--- src/rtl/est_pkg.sv ---
// Shared types and defaults for the uplink channel-estimation sequencer.
package est_pkg;

  typedef enum logic [1:0] {
    WAIT_INPUT = 2'b00,
    RUN        = 2'b01,
    READY      = 2'b10
  } est_state_t;

  localparam int unsigned EST_NSC_MAX     = 12;
  localparam int unsigned EST_PILOT_SYM   = 4;
  localparam int unsigned EST_RELEASE_SYM = 5;

  // Window length clipped so start+K never runs past the last subcarrier.
  function automatic int unsigned est_eff_count(input int unsigned num_sc,
                                                input int unsigned sc_start,
                                                input int unsigned nsc_max);
    int unsigned room;
    room = (sc_start >= nsc_max) ? 32'd0 : nsc_max - sc_start;
    return (num_sc < room) ? num_sc : room;
  endfunction

endpackage

--- src/rtl/est_seq_ctrl.sv ---
// Channel-estimation sequencer: walks a clipped subcarrier window on each pilot symbol.
// Optional pilot-while-busy detection enabled by defining EST_OVERRUN_CHK_EN.
module est_seq_ctrl
  import est_pkg::*;
#(
  parameter int unsigned NSC_MAX     = EST_NSC_MAX,
  parameter int unsigned IDX_W       = $clog2(NSC_MAX),
  parameter int unsigned SYM_W       = 3,
  parameter int unsigned PILOT_SYM   = EST_PILOT_SYM,
  parameter int unsigned RELEASE_SYM = EST_RELEASE_SYM
) (
  input  logic               i_clk_est,
  input  logic               i_rst,
  input  logic [SYM_W-1:0]   i_symbol_num,
  input  logic [IDX_W:0]     i_num_sc,
  input  logic [IDX_W-1:0]   i_sc_start,
  input  logic               i_est_ready,
  output logic [IDX_W-1:0]   o_indx,
  output logic [NSC_MAX-1:0] o_est_done,
  output logic               o_rst_ser_par,
  output logic               o_busy,
  output logic               o_all_done,
  output logic               o_overrun
);

  localparam int unsigned CNT_W = IDX_W + 1;

  est_state_t       state_q;
  logic [IDX_W-1:0] start_q;
  logic [IDX_W-1:0] cnt_q;
  logic [CNT_W-1:0] k_q;

  logic             pilot_c;
  logic             release_c;
  logic             last_c;
  logic [CNT_W-1:0] k_c;
  logic [IDX_W-1:0] idx_c;

  assign pilot_c   = (i_symbol_num == SYM_W'(PILOT_SYM));
  assign release_c = (i_symbol_num == SYM_W'(RELEASE_SYM));
  assign k_c       = CNT_W'(est_eff_count(32'(i_num_sc), 32'(i_sc_start), NSC_MAX));
  assign last_c    = ({1'b0, cnt_q} == (k_q - CNT_W'(1)));
  assign idx_c     = start_q + cnt_q;

  always_ff @(posedge i_clk_est or posedge i_rst) begin
    if (i_rst) begin
      state_q <= WAIT_INPUT;
      start_q <= '0;
      cnt_q   <= '0;
      k_q     <= '0;
    end else begin
      case (state_q)
        WAIT_INPUT: begin
          if (pilot_c) begin
            start_q <= i_sc_start;
            k_q     <= k_c;
            cnt_q   <= '0;
            state_q <= (k_c == '0) ? READY : RUN;
          end
        end
        RUN: begin
          if (i_est_ready) begin
            if (last_c) state_q <= READY;
            else        cnt_q   <= cnt_q + IDX_W'(1);
          end
        end
        READY: begin
          if (release_c) state_q <= WAIT_INPUT;
        end
        default: state_q <= WAIT_INPUT;
      endcase
    end
  end

  // Moore outputs from state/counter; strobes gated by ready, ser/par reset by the pilot.
  always_comb begin
    o_indx        = '0;
    o_est_done    = '0;
    o_rst_ser_par = 1'b1;
    o_all_done    = 1'b0;
    o_busy        = 1'b0;
    if (!i_rst) begin
      case (state_q)
        WAIT_INPUT: begin
          if (pilot_c) begin
            o_rst_ser_par = 1'b0;
            o_all_done    = (k_c == '0);
          end
        end
        RUN: begin
          o_busy = 1'b1;
          o_indx = idx_c;
          if (i_est_ready) begin
            o_est_done = NSC_MAX'(1) << idx_c;
            o_all_done = last_c;
          end
        end
        default: ;
      endcase
    end
  end

`ifdef EST_OVERRUN_CHK_EN
  logic pilot_prev_q;
  logic overrun_q;

  // A fresh pilot edge while a window is still being walked is sticky until reset.
  always_ff @(posedge i_clk_est or posedge i_rst) begin
    if (i_rst) begin
      pilot_prev_q <= 1'b0;
      overrun_q    <= 1'b0;
    end else begin
      pilot_prev_q <= pilot_c;
      if ((state_q == RUN) && pilot_c && !pilot_prev_q) overrun_q <= 1'b1;
    end
  end

  assign o_overrun = overrun_q;
`else
  assign o_overrun = 1'b0;
`endif

endmodule
--- config.mk ---
export PLATFORM = sky130hd
export DESIGN_NAME = est_seq_ctrl
export DESIGN_NICKNAME = d
export VERILOG_FILES = /design/src/rtl/est_pkg.sv /design/src/rtl/est_seq_ctrl.sv
export SDC_FILE = /design/constraint.sdc
export NUM_CORES = 1
export LEC_CHECK = 0
export CAP_MARGIN = 20
export CORE_ASPECT_RATIO = 1.2
export CORE_MARGIN = 10
export CORE_UTILIZATION = 49
export DETAILED_ROUTE_END_ITERATION = 8
export PLACE_DENSITY = 0.8
export SLEW_MARGIN = 20
export SYNTH_ARGS = -nofsm -noshare
export SYNTH_HDL_FRONTEND = slang
export SYNTH_SLANG_ARGS = --single-unit
--- constraint.sdc ---
create_clock -name i_clk_est -period 2.5 [get_ports i_clk_est]
set_input_delay 0.25 -clock i_clk_est [delete_from_list [all_inputs] [get_ports i_clk_est]]
set_output_delay 0.25 -clock i_clk_est [all_outputs]
set_load 0.01 [all_outputs]
# Yosys cells after proc, flatten, opt, wreduce, memory -nomap -nowiden
# Index checks and enable logic that the tools add are counted.
# totals
output_inout_bits	20
register_bits	15
inputBits	15
# op_classes
n_mux	26
n_eq_ne	10
reduce_logical	6
magnitude_cmp	2
add_sub_neg	4
shift	1
# op_table
operator	count
$mux 12	3
$lt 5x32->1	1
$mux 32	1
$mux 4	5
$shl 1x4->12 const A	1
$mux 2	5
$ne 2x2->1 const B	5
$mux 1	8
$pmux 4 s2	1
$reduce_and 4->1	2
$eq 3x3->1 const B	2
$pmux 2 s3	1
$eq 4x5->1	1
$logic_not 5->1	1
$mux 5	1
$sub 4x4->5 const A	1
$sub 5x1->5 const B	1
$add 4x1->4 const B	1
$add 4x4->4	1
$ge 4x4->1 const B	1
$eq 2x1->1 const B	1
$eq 2x2->1 const B	1
$logic_not 2->1	1
$pmux 1 s2	1
other kinds (2)	2

# Depth between registers and ports, before layout
# logic_depth
word_depth	8
depth_mapped	10

# Worst setup path before layout
# No wires, ideal clock.
# synth_path
path_type	input-to-output
from	in i_sc_start[0]
to	out o_all_done
slack_ps	-59
arrival_ps	2309
stages	9
cell_sequence	inv_1 -> ha_1 -> o21a_1 -> ha_1 -> a211oi_1 -> nand2_1 -> nor4_1 -> o22ai_1 -> a2111oi_0
# synth_between
elab_chain_len	8
elab_cells_between_ends	9
cone_classes	add/sub: 1; order compare: 2; mux: 5; reduce/logical: 1
# synth_rtl
element	line	source
start, declared	est_seq_ctrl.sv:16	input logic [IDX_W-1:0] i_sc_start,
$sub 4x4->5 / $ge 4x4->1 (equally long branches)	est_pkg.sv:19	room = (sc_start >= nsc_max) ? 32'd0 : nsc_max - sc_start;
$mux 32 (*)	est_pkg.sv:19	
$lt 5x32->1	est_pkg.sv:20	return (num_sc < room) ? num_sc : room;
$mux 5 (*)	est_pkg.sv:20	
$logic_not 5->1 (*)	est_seq_ctrl.sv:87	o_all_done = (k_c == '0);
$mux 1 (*)	est_seq_ctrl.sv:85	if (pilot_c) begin
$pmux 1 s2 (*)	est_seq_ctrl.sv:83	case (state_q)
$mux 1 (*)	est_seq_ctrl.sv:82	if (!i_rst) begin
end, declared	est_seq_ctrl.sv:22	output logic o_all_done,
# Mark *: on every way between the ends. The rest lies on a longest branch, timed or not.

# Worst setup path after layout
# layout_path
from	in i_sc_start[1]
to	out o_all_done
# The elaborated chain is that of the path after synthesis.

==> results.json <==
{
  "finalCoreUtilization": 0.858,
  "met3_usage": 0.0363,
  "syn_nets": 194,
  "num_vias": 1624,
  "ys_warn_count": 0,
  "max-vdd-ir-drop_mv": 0.531,
  "fp.dieW_um": 67.7,
  "grt_max_degree": 14,
  "cp-start-kind": "primary input",
  "start_util": 0.518,
  "grt.busiest_layer": "met2",
  "synth.top_cell.area_share": 0.281,
  "insertedDiodeCount": 0,
  "fin_area_sq_um": 2210,
  "vias_per_cell": 5.82,
  "cpMaxStageDelayCell": "a2111oi_2",
  "syn_area_sq_um": 1340,
  "clockBufferDepth": 2,
  "drv_cap": 0,
  "critical-path-top-delay-family": "compound AO/OA/AOI/OAI gates",
  "drt_iter0_markers": 131,
  "cpMostUsedCell": "ha_4",
  "violations": "setup timing",
  "cts_hold_buffers": 0,
  "syn_area_per_cell_sq_um": 7.90,
  "synth.distinct_cells": 44,
  "finalWirelength_mm": 5.41,
  "slew_headroom": 0.636,
  "gp_congestion": 0.869,
  "ant_nets": 0,
  "power.density_nw_per_um2": 906,
  "clk_latency_ps": 290,
  "crit_path_max_fanout": 3,
  "cp_slowest_stage_delay_ps": 380,
  "ioPinCount": 35,
  "track_usage": 0.177,
  "met2_usage": 0.315,
  "clk_pin_slew_ps": 110,
  "drive_gt1_frac": 0.370,
  "post-route-period-util": 1.06,
  "tightest_slew_ps": 542,
  "grt_pass1_wl_mm": 7.40,
  "cp.buffers_inverters": 3,
  "slew_violations": 0,
  "setup_viol": 1,
  "arrival_ps": 2390,
  "die_height_um": 77.2,
  "htree_levels": 1,
  "final-hold-violation-count": 0,
  "rsz0062_at_grt": "yes",
  "leakagePower_uw": 0.00106,
  "synth_cells": 169,
  "synth_area_leaders": "dfrtp_1, ha_1, nand2_1",
  "numCtsBuffers": 3,
  "dieArea_sq_um": 5220,
  "antenna_found_initial": 0,
  "place_hpwl_mm": 3.36,
  "path_class": "in2out",
  "wl_per_cell_um": 19.4,
  "nets": 272,
  "grt_pass1_vias": 1605,
  "tritoncts": "yes",
  "std_cell_rows": 20,
  "max_freq_mhz": 378,
  "yosys.area.top_type": "dfrtp_1",
  "stdcell_count": 279,
  "setup_ws_ps": -143,
  "layout_min_cycle_time_ps": 2640,
  "skew_ps": 3.09,
  "setup-tns-final_ps": -143,
  "hp-class": "in2async",
  "fill_cells": 140,
  "core_area_sq_um": 2580,
  "clkSinkCount": 15,
  "outcome": "complete, but fails checks",
  "ys_seq_area_frac": 0.281,
  "met1_usage": 0.185,
  "grt-ovfl-total": 0,
  "worstPathRequired_ps": 2250,
  "ys_seq_elements": 15,
  "cts-root-buf": "clkbuf_4",
  "io_buffers": 33,
  "drtPass1Iterations": 4,
  "cp-end-kind": "primary output",
  "drc": 0,
  "dpl.cell_count": 263,
  "syn_to_final_growth_pct": 65.7,
  "path_cells": "buf_8, inv_4, ha_4, o21a_4, ha_4, a211oi_4, nand2_2, nor4_4, o22ai_2, a2111oi_2, buf_2",
  "dpl_cell_area_sq_um": 1920
}
==> sequential cells by signal, indices dropped and copies added, names as in the netlist <==
signal	cells
cnt_q	4
k_q	5
start_q	4
state_q	2
==> cell usage after synthesis (all sizes together) <==
| cell type | number |
|---|---|
| nand3 | 6 |
| or3b | 2 |
| nor4 | 2 |
| nor3 | 4 |
| mux2i | 2 |
| nor2b | 3 |
| a22oi | 1 |
| fa | 1 |
| a21o | 4 |
| o21a | 2 |
| a31oi | 1 |
| mux2 | 2 |
| a2111oi | 1 |
| dfrtp | 15 |
| or2b | 1 |
| ha | 9 |
| and4bb | 1 |
| nand3b | 3 |
| or4b | 1 |
| nor2 | 19 |
| or3 | 3 |
| and2 | 3 |
| xnor2 | 6 |
| nand4 | 1 |
| conb | 1 |
| and3b | 1 |
| a211oi | 4 |
| clkbuf | 1 |
| nand2 | 23 |
| o22ai | 2 |
| o211ai | 1 |
| nand2b | 4 |
| a21boi | 1 |
| o21ai | 11 |
| and3 | 2 |
| inv | 12 |
| buf | 1 |
| a21oi | 10 |
| xor2 | 2 |
==> final cells by class <==
class	instances	area [sq um]	share of cell area
Clock buffer	3	22.5	0.0102
Clock inverter	1	5.00	0.00226
Inverter	12	50.0	0.0226
Multi-Input combinational cell	140	1100	0.497
Sequential cell	15	375	0.170
Tap cell	33	41.3	0.0187
Timing Repair Buffer	75	618	0.279
==> metal layers <==
layer	part of all wire	vias up
met3	0.067	29
li1	-	742
met2	0.52	83
met1	0.36	770
met5	0	-
met4	0.051	0
==> path summary, 6_finish.rpt <==
path / end / from / depth (start not counted) / slack, ps
max: o_all_done / i_sc_start[1] / 11 / -140
min: start_q[0] / i_rst / 2 / 250
max reg2reg: cnt_q[1] / k_q[0] / 8 / 350
min reg2reg: start_q[2] / start_q[2] / 2 / 510
max in group asynchronous: cnt_q[0] / i_rst / 3 / 1790
min in group i_clk_est: start_q[1] / i_sc_start[1] / 4 / 290
==> repair_timing <==
action | CTS | global route
resized for setup | 55 | 41
cloned | 0 | 0
setup buffers | 7 | 5
hold endpoints to repair | 0 | 0
endpoints found under the setup margin | 13 | 11
pin swaps | 11 | 12
==> worst reg2reg max path: cells and delay by family (launching register included) <==
kind                       cells  cell delay [ps]
buffers and inverters          2              250
and+or+nand+nor                1              240
adders and majority gates      1              210
AOI/OAI and AO/OA              3              600
DFF                            1              420
muxes                          1              340
==> layout by cell type, fill, tap and decap left out, types with 4 or more instances in the layout <==
| cell type | instances |
|---|---|
| nand2_1 | 22 |
| o21ai_1 | 6 |
| buf_4 | 40 |
| dfrtp_1 | 15 |
| clkdlybuf4s50_1 | 13 |
| dlygate4sd2_1 | 5 |
| a21oi_1 | 7 |
| xnor2_1 | 4 |
| nor2_1 | 19 |
| a21o_1 | 4 |
| clkbuf_2 | 7 |
| ha_1 | 6 |
| nand3_1 | 4 |
| inv_1 | 10 |
| o21ai_0 | 4 |
==> power by group <==
group	switching, uW	internal [uW]
registers	98.4	341
logic	734	676
clock network	95.9	59.5
==> logic make-up after synthesis <==
logic type,share of synthesized area
compound gates,0.185
xor+xnor,0.0525
fa+ha+maj,0.0993
buf+inv,0.0422
flops,0.281
mux,0.0319
other cells,0.00281
simple gates,0.306
==> metrics by stage <==
stage / hold WS, ps / total power, uW / setup slack (ps)
finish: 246 / 2010 / -143
CTS: 245 / 1830 / -44.7
global placement: 473 / 1580 / -929
detailed placement: 478 / 1640 / -1070
global route: 273 / 2150 / -261
floorplan: 178 / 1180 / 47.4
(Power assumes the default switching activity.)
